$ cat config.mk
export PLATFORM = sky130hd
export DESIGN_NAME = fifo_word_packer
export DESIGN_NICKNAME = d
export VERILOG_FILES = /design/src/rtl/fifo_word_packer.sv
export SDC_FILE = /design/constraint.sdc
export NUM_CORES = 1
export LEC_CHECK = 0
export ABC_AREA = 1
export BUFFER_PORTS_ARGS = -buffer_cell sky130_fd_sc_hd__buf_2
export CORE_AREA = 2 2 81 83
export CTS_BUF_LIST = sky130_fd_sc_hd__clkbuf_4 sky130_fd_sc_hd__clkbuf_8
export CTS_CLUSTER_SIZE = 28
export DETAILED_ROUTE_END_ITERATION = 6
export DIE_AREA = 0 0 83 85
export SLEW_MARGIN = 20
export SYNTH_ARGS = -nofsm -noshare
export SYNTH_HDL_FRONTEND = slang
export SYNTH_SLANG_ARGS = --single-unit
$ cat constraint.sdc
create_clock -name rd_clk -period 2.5 [get_ports rd_clk]
set_clock_uncertainty 0.15 [all_clocks]
set_input_delay 0.5 -clock rd_clk [delete_from_list [all_inputs] [get_ports rd_clk]]
set_output_delay 0.5 -clock rd_clk [all_outputs]
set_load 0.02 [all_outputs]
$ cat src/rtl/fifo_word_packer.sv
// Read-side FIFO consumer: pops bytes, absorbs the FIFO's registered-read latency and packs
// BYTES_PER_WORD bytes per valid/ready word. Optional partial-word flush: FIFO_WORD_PACKER_FLUSH_EN.
module fifo_word_packer #(
  parameter int BYTES_PER_WORD = 4,
  parameter int FLUSH_TIMEOUT  = 16
) (
  input  logic                        rd_clk,
  input  logic                        reset,
  input  logic                        fifo_empty,
  input  logic [7:0]                  fifo_data,
  output logic                        fifo_rd,
  output logic [8*BYTES_PER_WORD-1:0] word_out,
  output logic [BYTES_PER_WORD-1:0]   word_be,
  output logic                        word_valid,
  input  logic                        word_ready
);

  localparam int BPW = BYTES_PER_WORD;
  localparam int CW  = $clog2(BPW + 1);

  if (BYTES_PER_WORD < 2 || BYTES_PER_WORD > 8 || FLUSH_TIMEOUT < 2) begin : g_bad_param
    $error("fifo_word_packer: illegal parameter value");
  end

  typedef enum logic {FILL, HOLD} state_t;

  state_t                state, state_nxt;
  logic [CW-1:0]         cnt, cnt_nxt;
  logic                  pend, pop;
  logic [8*BPW-1:0]      stage, stage_nxt;
  logic [8*BPW-1:0]      word_out_nxt;
  logic [BPW-1:0]        word_be_nxt;
  logic                  word_valid_nxt;

`ifdef FIFO_WORD_PACKER_FLUSH_EN
  localparam int IW = (FLUSH_TIMEOUT > 2) ? $clog2(FLUSH_TIMEOUT) : 1;
  logic [IW-1:0]         idle, idle_nxt;
`endif

  // pend counts a popped byte whose data arrives next cycle, so it must not be over-popped
  always_comb begin
    fifo_rd = (state == FILL) && !fifo_empty && !reset &&
              (({1'b0, cnt} + {{CW{1'b0}}, pend}) < (CW + 1)'(BPW));
  end

  assign pop = fifo_rd && !fifo_empty;

  always_comb begin
    state_nxt      = state;
    cnt_nxt        = cnt;
    stage_nxt      = stage;
    word_out_nxt   = word_out;
    word_be_nxt    = word_be;
    word_valid_nxt = word_valid;
`ifdef FIFO_WORD_PACKER_FLUSH_EN
    idle_nxt       = idle;
`endif
    case (state)
      FILL: begin
        if (pend) begin
          for (int i = 0; i < BPW; i++) begin
            if (cnt == CW'(i)) stage_nxt[8*i +: 8] = fifo_data;
          end
          cnt_nxt = cnt + CW'(1);
          if (cnt == CW'(BPW - 1)) begin
            word_out_nxt   = stage_nxt;
            word_be_nxt    = '1;
            word_valid_nxt = 1'b1;
            stage_nxt      = '0;
            cnt_nxt        = '0;
            state_nxt      = HOLD;
          end
        end
`ifdef FIFO_WORD_PACKER_FLUSH_EN
        // Idle only accrues while a partial word is parked with nothing in flight
        if (pop || pend) begin
          idle_nxt = '0;
        end else if (cnt != '0) begin
          if (idle == IW'(FLUSH_TIMEOUT - 1)) begin
            word_out_nxt   = stage;
            for (int i = 0; i < BPW; i++) word_be_nxt[i] = (CW'(i) < cnt);
            word_valid_nxt = 1'b1;
            stage_nxt      = '0;
            cnt_nxt        = '0;
            idle_nxt       = '0;
            state_nxt      = HOLD;
          end else begin
            idle_nxt = idle + IW'(1);
          end
        end
`endif
      end
      HOLD: begin
        if (word_ready) begin
          word_valid_nxt = 1'b0;
          word_be_nxt    = '0;
          state_nxt      = FILL;
        end
      end
      default: state_nxt = FILL;
    endcase
  end

  always_ff @(posedge rd_clk) begin
    if (reset) begin
      state      <= FILL;
      cnt        <= '0;
      pend       <= 1'b0;
      stage      <= '0;
      word_out   <= '0;
      word_be    <= '0;
      word_valid <= 1'b0;
`ifdef FIFO_WORD_PACKER_FLUSH_EN
      idle       <= '0;
`endif
    end else begin
      state      <= state_nxt;
      cnt        <= cnt_nxt;
      pend       <= pop;
      stage      <= stage_nxt;
      word_out   <= word_out_nxt;
      word_be    <= word_be_nxt;
      word_valid <= word_valid_nxt;
`ifdef FIFO_WORD_PACKER_FLUSH_EN
      idle       <= idle_nxt;
`endif
    end
  end

endmodule

==> results.toml, run 1 <==
[status]
outcome = "finished clean"

[sta]
rsz0062_at_grt = "false"
hold_slack_ps = 282
tns_ps = 0
slew_headroom_pct = 55.3
drv_slew = 0
setup_viol = 0
period_needed_ps = 2060
setup_ws_ps = 445
worst_pin_slew_ps = 668
fmax_mhz = 487
hold_violations = 0
min_period_over_period_pct = 82.2

[setup_path]
cp-startpoint = "cnt[2]$_SDFFE_PP0N_"
start_kind = "flop"
cp.required_ps = 1850
cp-end-kind = "output port"
path_max_fanout = 15
reg2reg_from = "state$_SDFF_PP0_"
worst-setup-path-type = "flop to output port"
crit_arrival_ps = 1410

[floorplanning]
pin_count = 50
die_w_um = 83
start_util_pct = 43.1
dieArea_um2 = 7060
coreArea_um2 = 6200
die_h_um = 85
rows = 29

[global_routing]
grt_max_degree = 44
grt_pass1_wl_um = 10600
overflow = 0
track_usage_pct = 18.7
grt_pass1_vias = 2186
antenna_found_initial = 0

[clock_tree]
cts_max_level = 3
cts_hold_buf = 0
clock_latency_ps = 330
post_cts_buffers = 0
clock_sinks = 63
cts_root_buf = "clkbuf_8"
tritoncts = "yes"
clkTransAtPathRegs_ps = 70
cts_resized = 0
clock_path_buffers = 2
cts_buffers = 9

[final_layout]
antennaDiodeCount = 0
nNetsFinal = 426
stdcell_area_um2 = 3060
final_core_util_pct = 49.2
post_route_cells_drive_above_1_share_pct = 18.6
nFillCells = 661
syn_to_final_growth_pct = 14.2
layout.cells.non_filler = 490

[synth]
avgSynthCellArea_um2 = 7.16
syn-num-nets = 390
synthDistinctLibCells = 18
synthCells = 374
synth_seq_cells = 63
synthFlopType = "dfxtp_1"
synth_area_um2 = 2680
yosys_warnings = 0
ys_seq_area_share_pct = 47.1
synthArstFlopShare_pct = 0
synth_edf_count = 0

[power_and_ir_drop]
p_leak_nw = 1.35
power_mw = 1.90
ir_drop_uv = 333
p_per_area_nw_per_um2 = 622

[drt]
drcViolationCount = 0
wl_per_cell_um = 12.8
ant_nets = 0
drt-total-wl_um = 6280
first_pass_iters = 4
drtIter0Drc = 124
routed-via-count = 2397
vias_per_cell = 4.89

[placed_design]
place_worst_setup_slack_ps = 575
place_area_um2 = 2900
hpwl_um = 4100
dp.cells = 476
gp_congestion = 0.786
portBuffers = 49

[hold_path]
hold_class = "input port to flop"
hp-start = "word_ready"

[run]
maxCapViolCount = 0
-- layer usage --
layer | wire length, µm | global-route usage [%] | vias to the layer above
li1 | - | - | 1258
met1 | 3040 | 24.2 | 1065
met2 | 2800 | 29.3 | 56
met3 | 237 | 3.50 | 18
met4 | 200 | 11.2 | 0
met5 | 0 | 0 | -
-- synth_stat cells, types with 3 or more instances --
master | instances | area, µm²
buf_4 | 7 | 52.6
nand2_2 | 4 | 25.0
clkbuf_1 | 8 | 30.0
inv_1 | 7 | 26.3
dfxtp_1 | 63 | 1260
nand2_1 | 153 | 574
nor2_1 | 21 | 78.8
buf_6 | 3 | 33.8
o21ai_0 | 10 | 50.1
nand3_1 | 25 | 125
buf_2 | 11 | 55.1
a21oi_1 | 51 | 255
ha_1 | 4 | 50.1
-- power breakdown --
part | switching [mW] | leakage (nW) | internal, mW
registers | 0.00862 | 0.509 | 1.02
logic | 0.0973 | 0.752 | 0.0430
clock network | 0.355 | 0.0863 | 0.379
-- cell families (layout without fill, tap and decap cells) --
group,count (synthesis),after routing,share of synthesized area [%]
buffers and inverters,38,77,7.67
AOI/OAI and AO/OA,64,64,12.2
adders and majority gates,4,4,1.87
and+or+nand+nor,205,205,31.2
DFF,63,63,47.1
-- sequential cells by signal, indices dropped and copies added, names as in the netlist --
name      count
state         1
pend          1
cnt           3
word_be       1
stage        25
word_out     32
-- final timing paths --
path,to,slack (ps),depth (start not counted)
hold reg to reg,stage[24]$_SDFFE_PP0N_,300,2
hold / removal,state$_SDFF_PP0_,280,4
setup reg to reg,word_out[0]$_SDFFE_PP0P_,530,7
setup / recovery,fifo_rd,440,4
-- critical path, stage by stage, from the launching register on --
cell     delay [ps]
dfxtp_1         350
inv_2           230
nand3_1         140
a31oi_1         180
buf_2           190
-- cell usage in the layout, fill, tap and decap left out --
cell / synthesis / layout
clkbuf_8: 0 / 9
ha_1: 4 / 4
buf_4: 7 / 4
inv_2: 2 / 2
inv_1: 7 / 7
buf_12: 0 / 1
nand2_2: 4 / 4
nor2_4: 1 / 1
clkbuf_4: 0 / 3
o21ai_0: 10 / 10
a31oi_1: 2 / 2
buf_2: 11 / 49
nand2_1: 153 / 153
nor2_8: 1 / 1
nor2_1: 21 / 20
a21oi_1: 51 / 51
dfxtp_1: 63 / 63
nor2_2: 0 / 1
o211ai_1: 1 / 1
clkinv_2: 0 / 2
nand3_1: 25 / 25
-- area by class of cell --
type	instances	area (µm²)	area share [%]
clock buffer	12	146	4.79
clock inverter	2	10.0	0.328
inverter	9	33.8	1.11
multi-input combinational	273	1210	39.7
sequential	63	1260	41.3
tap	77	96.3	3.15
timing repair buffer	54	295	9.66
Power figures use the tool's default switching activity.
==> run 2, diff against run 1 <==
- PLACE_DENSITY: unset -> 0.67
- clock period: 2.5 -> 1.8 ns (I/O delays scaled with it)
==> run 2 against run 1 <==
Net effect: first-iteration DRC count is 43% higher; total power increased by 39%; clock-buffer cell count unchanged; global-route usage shrank 0.079 points; non-clock buffer count grew 4; wire length decreased by 0.48%; highest routed layer unchanged; via count grew 2.4%.
==> results.toml, run 2 (same netlist as run 1, synthesis figures left out) <==
[sta]
hold_violations = 0
fmax_mhz = 574
drv_slew = 0
setup_viol = 0
tns_ps = 0
period_needed_ps = 1740
worst_pin_slew_ps = 472
slew_headroom_pct = 68.5
rsz0062_at_grt = "false"
setup_ws_ps = 58.2
min_period_over_period_pct = 96.8

[setup_path]
worstRegToRegCells = 7
slowest_stage = "dfxtp_2"
cp-startpoint = "cnt[2]$_SDFFE_PP0N_"
worst-setup-path-type = "flop to output port"
cpPeakStageDelay_ps = 340
cp.required_ps = 1290
reg2reg_from = "cnt[1]$_SDFFE_PP0N_"
r2r_slack_ps = 160
start_kind = "flop"
cp-end-kind = "output port"
crit_arrival_ps = 1230
path_max_fanout = 4
crit_chain = "inv_2 -> nand3_2 -> a31oi_2 -> buf_4"
crit_path_end = "fifo_rd"
worstReg2RegEnd = "word_out[31]$_SDFFE_PP0P_"

[global_routing]
grt_util_met1_pct = 24.5
use_met3_pct = 3.89
grt-busiest-layer = "met2"
use_met2_pct = 28.7
track_usage_pct = 18.7
grt_max_degree = 47
grt_pass1_wl_um = 10600
grt_pass1_vias = 2260
overflow = 0
antenna_found_initial = 0

[drt]
drt-total-wl_um = 6250
vias_per_cell = 4.97
first_pass_iters = 4
drtIter0Drc = 177
ant_nets = 0
wl_per_cell_um = 12.6
routed-via-count = 2454
drcViolationCount = 0

[floorplanning]
dieArea_um2 = 7060
die_h_um = 85
die_w_um = 83
start_util_pct = 43.1
rows = 29
pin_count = 50
coreArea_um2 = 6200

[final_layout]
top_regs = "word_out (32), stage (25), cnt (3)"
layout.cells.most_common = "nand2_1"
regMostFlops = "word_out"
nFillCells = 619
final_cell_mix = "nand2_1, dfxtp_1, a21oi_1"
largest_reg_flops = 32
syn_to_final_growth_pct = 15.4
post_route_cells_drive_above_1_share_pct = 20.1
antennaDiodeCount = 0
nNetsFinal = 430

[power_and_ir_drop]
p_sw_mw = 0.638
pwr-share-comb_pct = 7.4
p_per_area_nw_per_um2 = 854
internal-power_mw = 2.00
clkPwrFrac_pct = 38.5
p_sw_share_pct = 24.2
p_leak_nw = 1.36
p_seq_share_pct = 54.1
ir_drop_uv = 529

[clock_tree]
post_cts_buffers = 0
clock_path_buffers = 2
clkTransAtPathRegs_ps = 60
cts_root_buf = "clkbuf_8"
clock_sinks = 63
tritoncts = "yes"
cts_max_level = 3
clock_latency_ps = 330
cts_buffers = 9
cts_hold_buf = 0

[placed_design]
hpwl_um = 4190
place_worst_setup_slack_ps = 158
gp_congestion = 0.888
portBuffers = 49

[run]
maxCapViolCount = 0

[hold_path]
hold_class = "input port to flop"

[status]
outcome = "finished clean"
[run 2: final cells by class]
type                            instances  area [µm²]  area share, %
Timing Repair Buffer                   58         315           10.2
Sequential cell                        63        1260           40.9
Multi-Input combinational cell        273        1220           39.6
Clock inverter                          2        10.0          0.324
Clock buffer                           12         146           4.74
Inverter                                9        33.8           1.09
Tap cell                               77        96.3           3.12
[run 2: how the worst min path moves through the flow]
stage | from | endpoint | cells past startpoint | slack (ps)
after detailed placement | stage[24]$_SDFFE_PP0N_ | stage[24]$_SDFFE_PP0N_ | 2 | 290
after global routing | reset | word_out[22]$_SDFFE_PP0P_ | 2 | 150
after CTS | word_ready | state$_SDFF_PP0_ | 4 | 130
after floorplan | stage[24]$_SDFFE_PP0N_ | stage[24]$_SDFFE_PP0N_ | 2 | 270
final | word_ready | state$_SDFF_PP0_ | 4 | 130
after global placement | stage[24]$_SDFFE_PP0N_ | stage[24]$_SDFFE_PP0N_ | 2 | 290
[run 2: metal layers]
layer / part of all wire (%) / up-vias
met2: 44 / 59
met5: 0 / -
li1: - / 1269
met3: 4.7 / 15
met4: 2.6 / 0
met1: 48 / 1111
[run 2: worst max-delay path, delay by kind of cell, from the launching register on]
kind            cells  cell delay, ps
buf+inv             2             270
compound gates      1             200
flops               1             340
simple gates        1             100
[run 2: stage by stage]
stage	area, µm²	instances	util (%)	total power [mW]	hold WS, ps
2_1_floorplan	2680	374	-	1.59	272
6_report	3090	494	49.8	2.64	133
3_3_place_gp	2910	480	47.0	1.65	289
5_1_grt	3090	494	49.8	2.75	152
4_1_cts	3080	494	49.6	2.67	127
3_5_place_dp	2910	480	47.0	1.65	291
[run 2: power by group through the flow]
| stage | logic, mW | registers (mW) | clock network, mW |
|---|---|---|---|
| floorplan | 0.137 | 1.45 | 0 |
| global placement | 0.190 | 1.46 | 0 |
| detailed placement | 0.191 | 1.46 | 0 |
| CTS | 0.193 | 1.43 | 1.05 |
| global route | 0.218 | 1.43 | 1.10 |
| finish | 0.195 | 1.43 | 1.02 |
[run 2: repair_timing]
item	CTS	global route
endpoints found under the setup margin	1	1
gates resized for setup	2	3
pin swaps	0	0
hold endpoints to repair	0	0
==> run 3, diff against run 2 <==
- PLACE_DENSITY: 0.67 -> unset
- clock period: 1.8 -> 2.2 ns (I/O delays scaled with it)
==> run 3 against run 2 <==
Net effect: non-clock buffer count decreased by 2; sequential share of layout area decreased by 0.22 points; cell count decreased by 0.20%; worst setup slack improved by 130 ps; worst hold slack improved by 78 ps; wire length increased by 2.0%; largest power group unchanged.
==> results.toml, run 3 (same netlist as run 1, synthesis figures left out) <==
[final_layout]
layout.cells.non_filler = 493
largest_reg_flops = 32
stdcell_area_um2 = 3100
post_route_cells_drive_above_1_share_pct = 19.2
nFillCells = 646
layout.cells.most_common = "nand2_1"
antennaDiodeCount = 0
final_cell_mix = "nand2_1, dfxtp_1, a21oi_1"
final_core_util_pct = 50.0
regMostFlops = "word_out"
nNetsFinal = 428
top_regs = "word_out (32), stage (25), cnt (3)"
syn_to_final_growth_pct = 15.9

[clock_tree]
cts_resized = 0
clock_sinks = 63
clock_latency_ps = 340
clock_path_buffers = 2
cts_hold_buf = 0
tritoncts = "yes"
cts_buffers = 9
clkTransAtPathRegs_ps = 70
post_cts_buffers = 0
cts_max_level = 3
cts_root_buf = "clkbuf_8"

[setup_path]
crit_chain = "inv_2 -> nand3_1 -> a31oi_1 -> buf_2"
slowest_stage = "dfxtp_1"
path_max_fanout = 10
reg2reg_from = "state$_SDFF_PP0_"
worstReg2RegEnd = "stage[13]$_SDFFE_PP0N_"
cp.buffers_inverters = 2
worst-setup-path-type = "flop to output port"
r2r_slack_ps = 400
crit_path_end = "fifo_rd"
worstRegToRegCells = 6
crit_family = "buffers and inverters"
worst-path-stages = 4
crit_arrival_ps = 1420
cp-startpoint = "cnt[2]$_SDFFE_PP0N_"
cp-end-kind = "output port"
start_kind = "flop"
cpPeakStageDelay_ps = 360
cp.required_ps = 1610

[drt]
first_pass_iters = 4
drtIter0Drc = 181
drt-total-wl_um = 6370
vias_per_cell = 4.86
wl_per_cell_um = 12.9
drcViolationCount = 0
ant_nets = 0
routed-via-count = 2397

[sta]
setup_ws_ps = 186
hold_slack_ps = 211
hold_violations = 0
rsz0062_at_grt = "false"
drv_slew = 0
min_period_over_period_pct = 91.5
slew_headroom_pct = 64.4
fmax_mhz = 497
worst_pin_slew_ps = 534
period_needed_ps = 2010
setup_viol = 0
tns_ps = 0

[global_routing]
track_usage_pct = 19.8
grt_pass1_vias = 2247
overflow = 0
grt_max_degree = 53
grt_pass1_wl_um = 11000
antenna_found_initial = 0

[floorplanning]
rows = 29
die_w_um = 83
coreArea_um2 = 6200
die_h_um = 85
dieArea_um2 = 7060
pin_count = 50
start_util_pct = 43.1

[placed_design]
portBuffers = 49
dp.cells = 478
gp_congestion = 0.832
hpwl_um = 4230
place_worst_setup_slack_ps = 390
place_area_um2 = 2910

[power_and_ir_drop]
power_mw = 2.27
ir_drop_uv = 305
p_per_area_nw_per_um2 = 733
p_leak_nw = 1.37

[hold_path]
hold_path_depth = 4
hold_class = "input port to flop"

[run]
maxCapViolCount = 0

[status]
outcome = "finished clean"
-- run 3: worst min-delay path, stage by stage --
cell and delay, ps:
buf_2 80, inv_1 40, nand2_1 50, a21oi_1 50
-- run 3: how the worst min path moves through the flow --
| stage | startpoint | endpoint | slack, ps |
|---|---|---|---|
| after floorplan | stage[24]$_SDFFE_PP0N_ | stage[24]$_SDFFE_PP0N_ | 270 |
| final | word_ready | state$_SDFF_PP0_ | 210 |
| after global routing | word_ready | state$_SDFF_PP0_ | 230 |
| after global placement | stage[24]$_SDFFE_PP0N_ | stage[24]$_SDFFE_PP0N_ | 280 |
| after detailed placement | stage[24]$_SDFFE_PP0N_ | stage[24]$_SDFFE_PP0N_ | 290 |
| after CTS | word_ready | state$_SDFF_PP0_ | 200 |
-- run 3: cell type report --
cell class                 count  area (µm²)  share of cell area (%)
tap                           77        96.3                    3.11
clock buffer                  15         188                    6.05
timing repair buffer          56         310                    10.0
multi-input combinational    273        1210                    39.1
sequential                    63        1260                    40.7
inverter                       9        33.8                    1.09
-- run 3: report_power, final --
group          internal [mW]  switching, mW
sequential              1.16        0.00976
combinational         0.0478          0.110
clock                  0.534          0.415
total                   1.74          0.534
-- run 3: metal layers --
layer	wire (µm)	part of all wire [%]	vias up	GRT usage, %
met5	0	0	-	0
met1	3050	48	1067	26.0
met4	100	1.6	0	9.99
met2	2950	46	54	30.6
li1	-	-	1266	-
met3	267	4.2	10	4.57
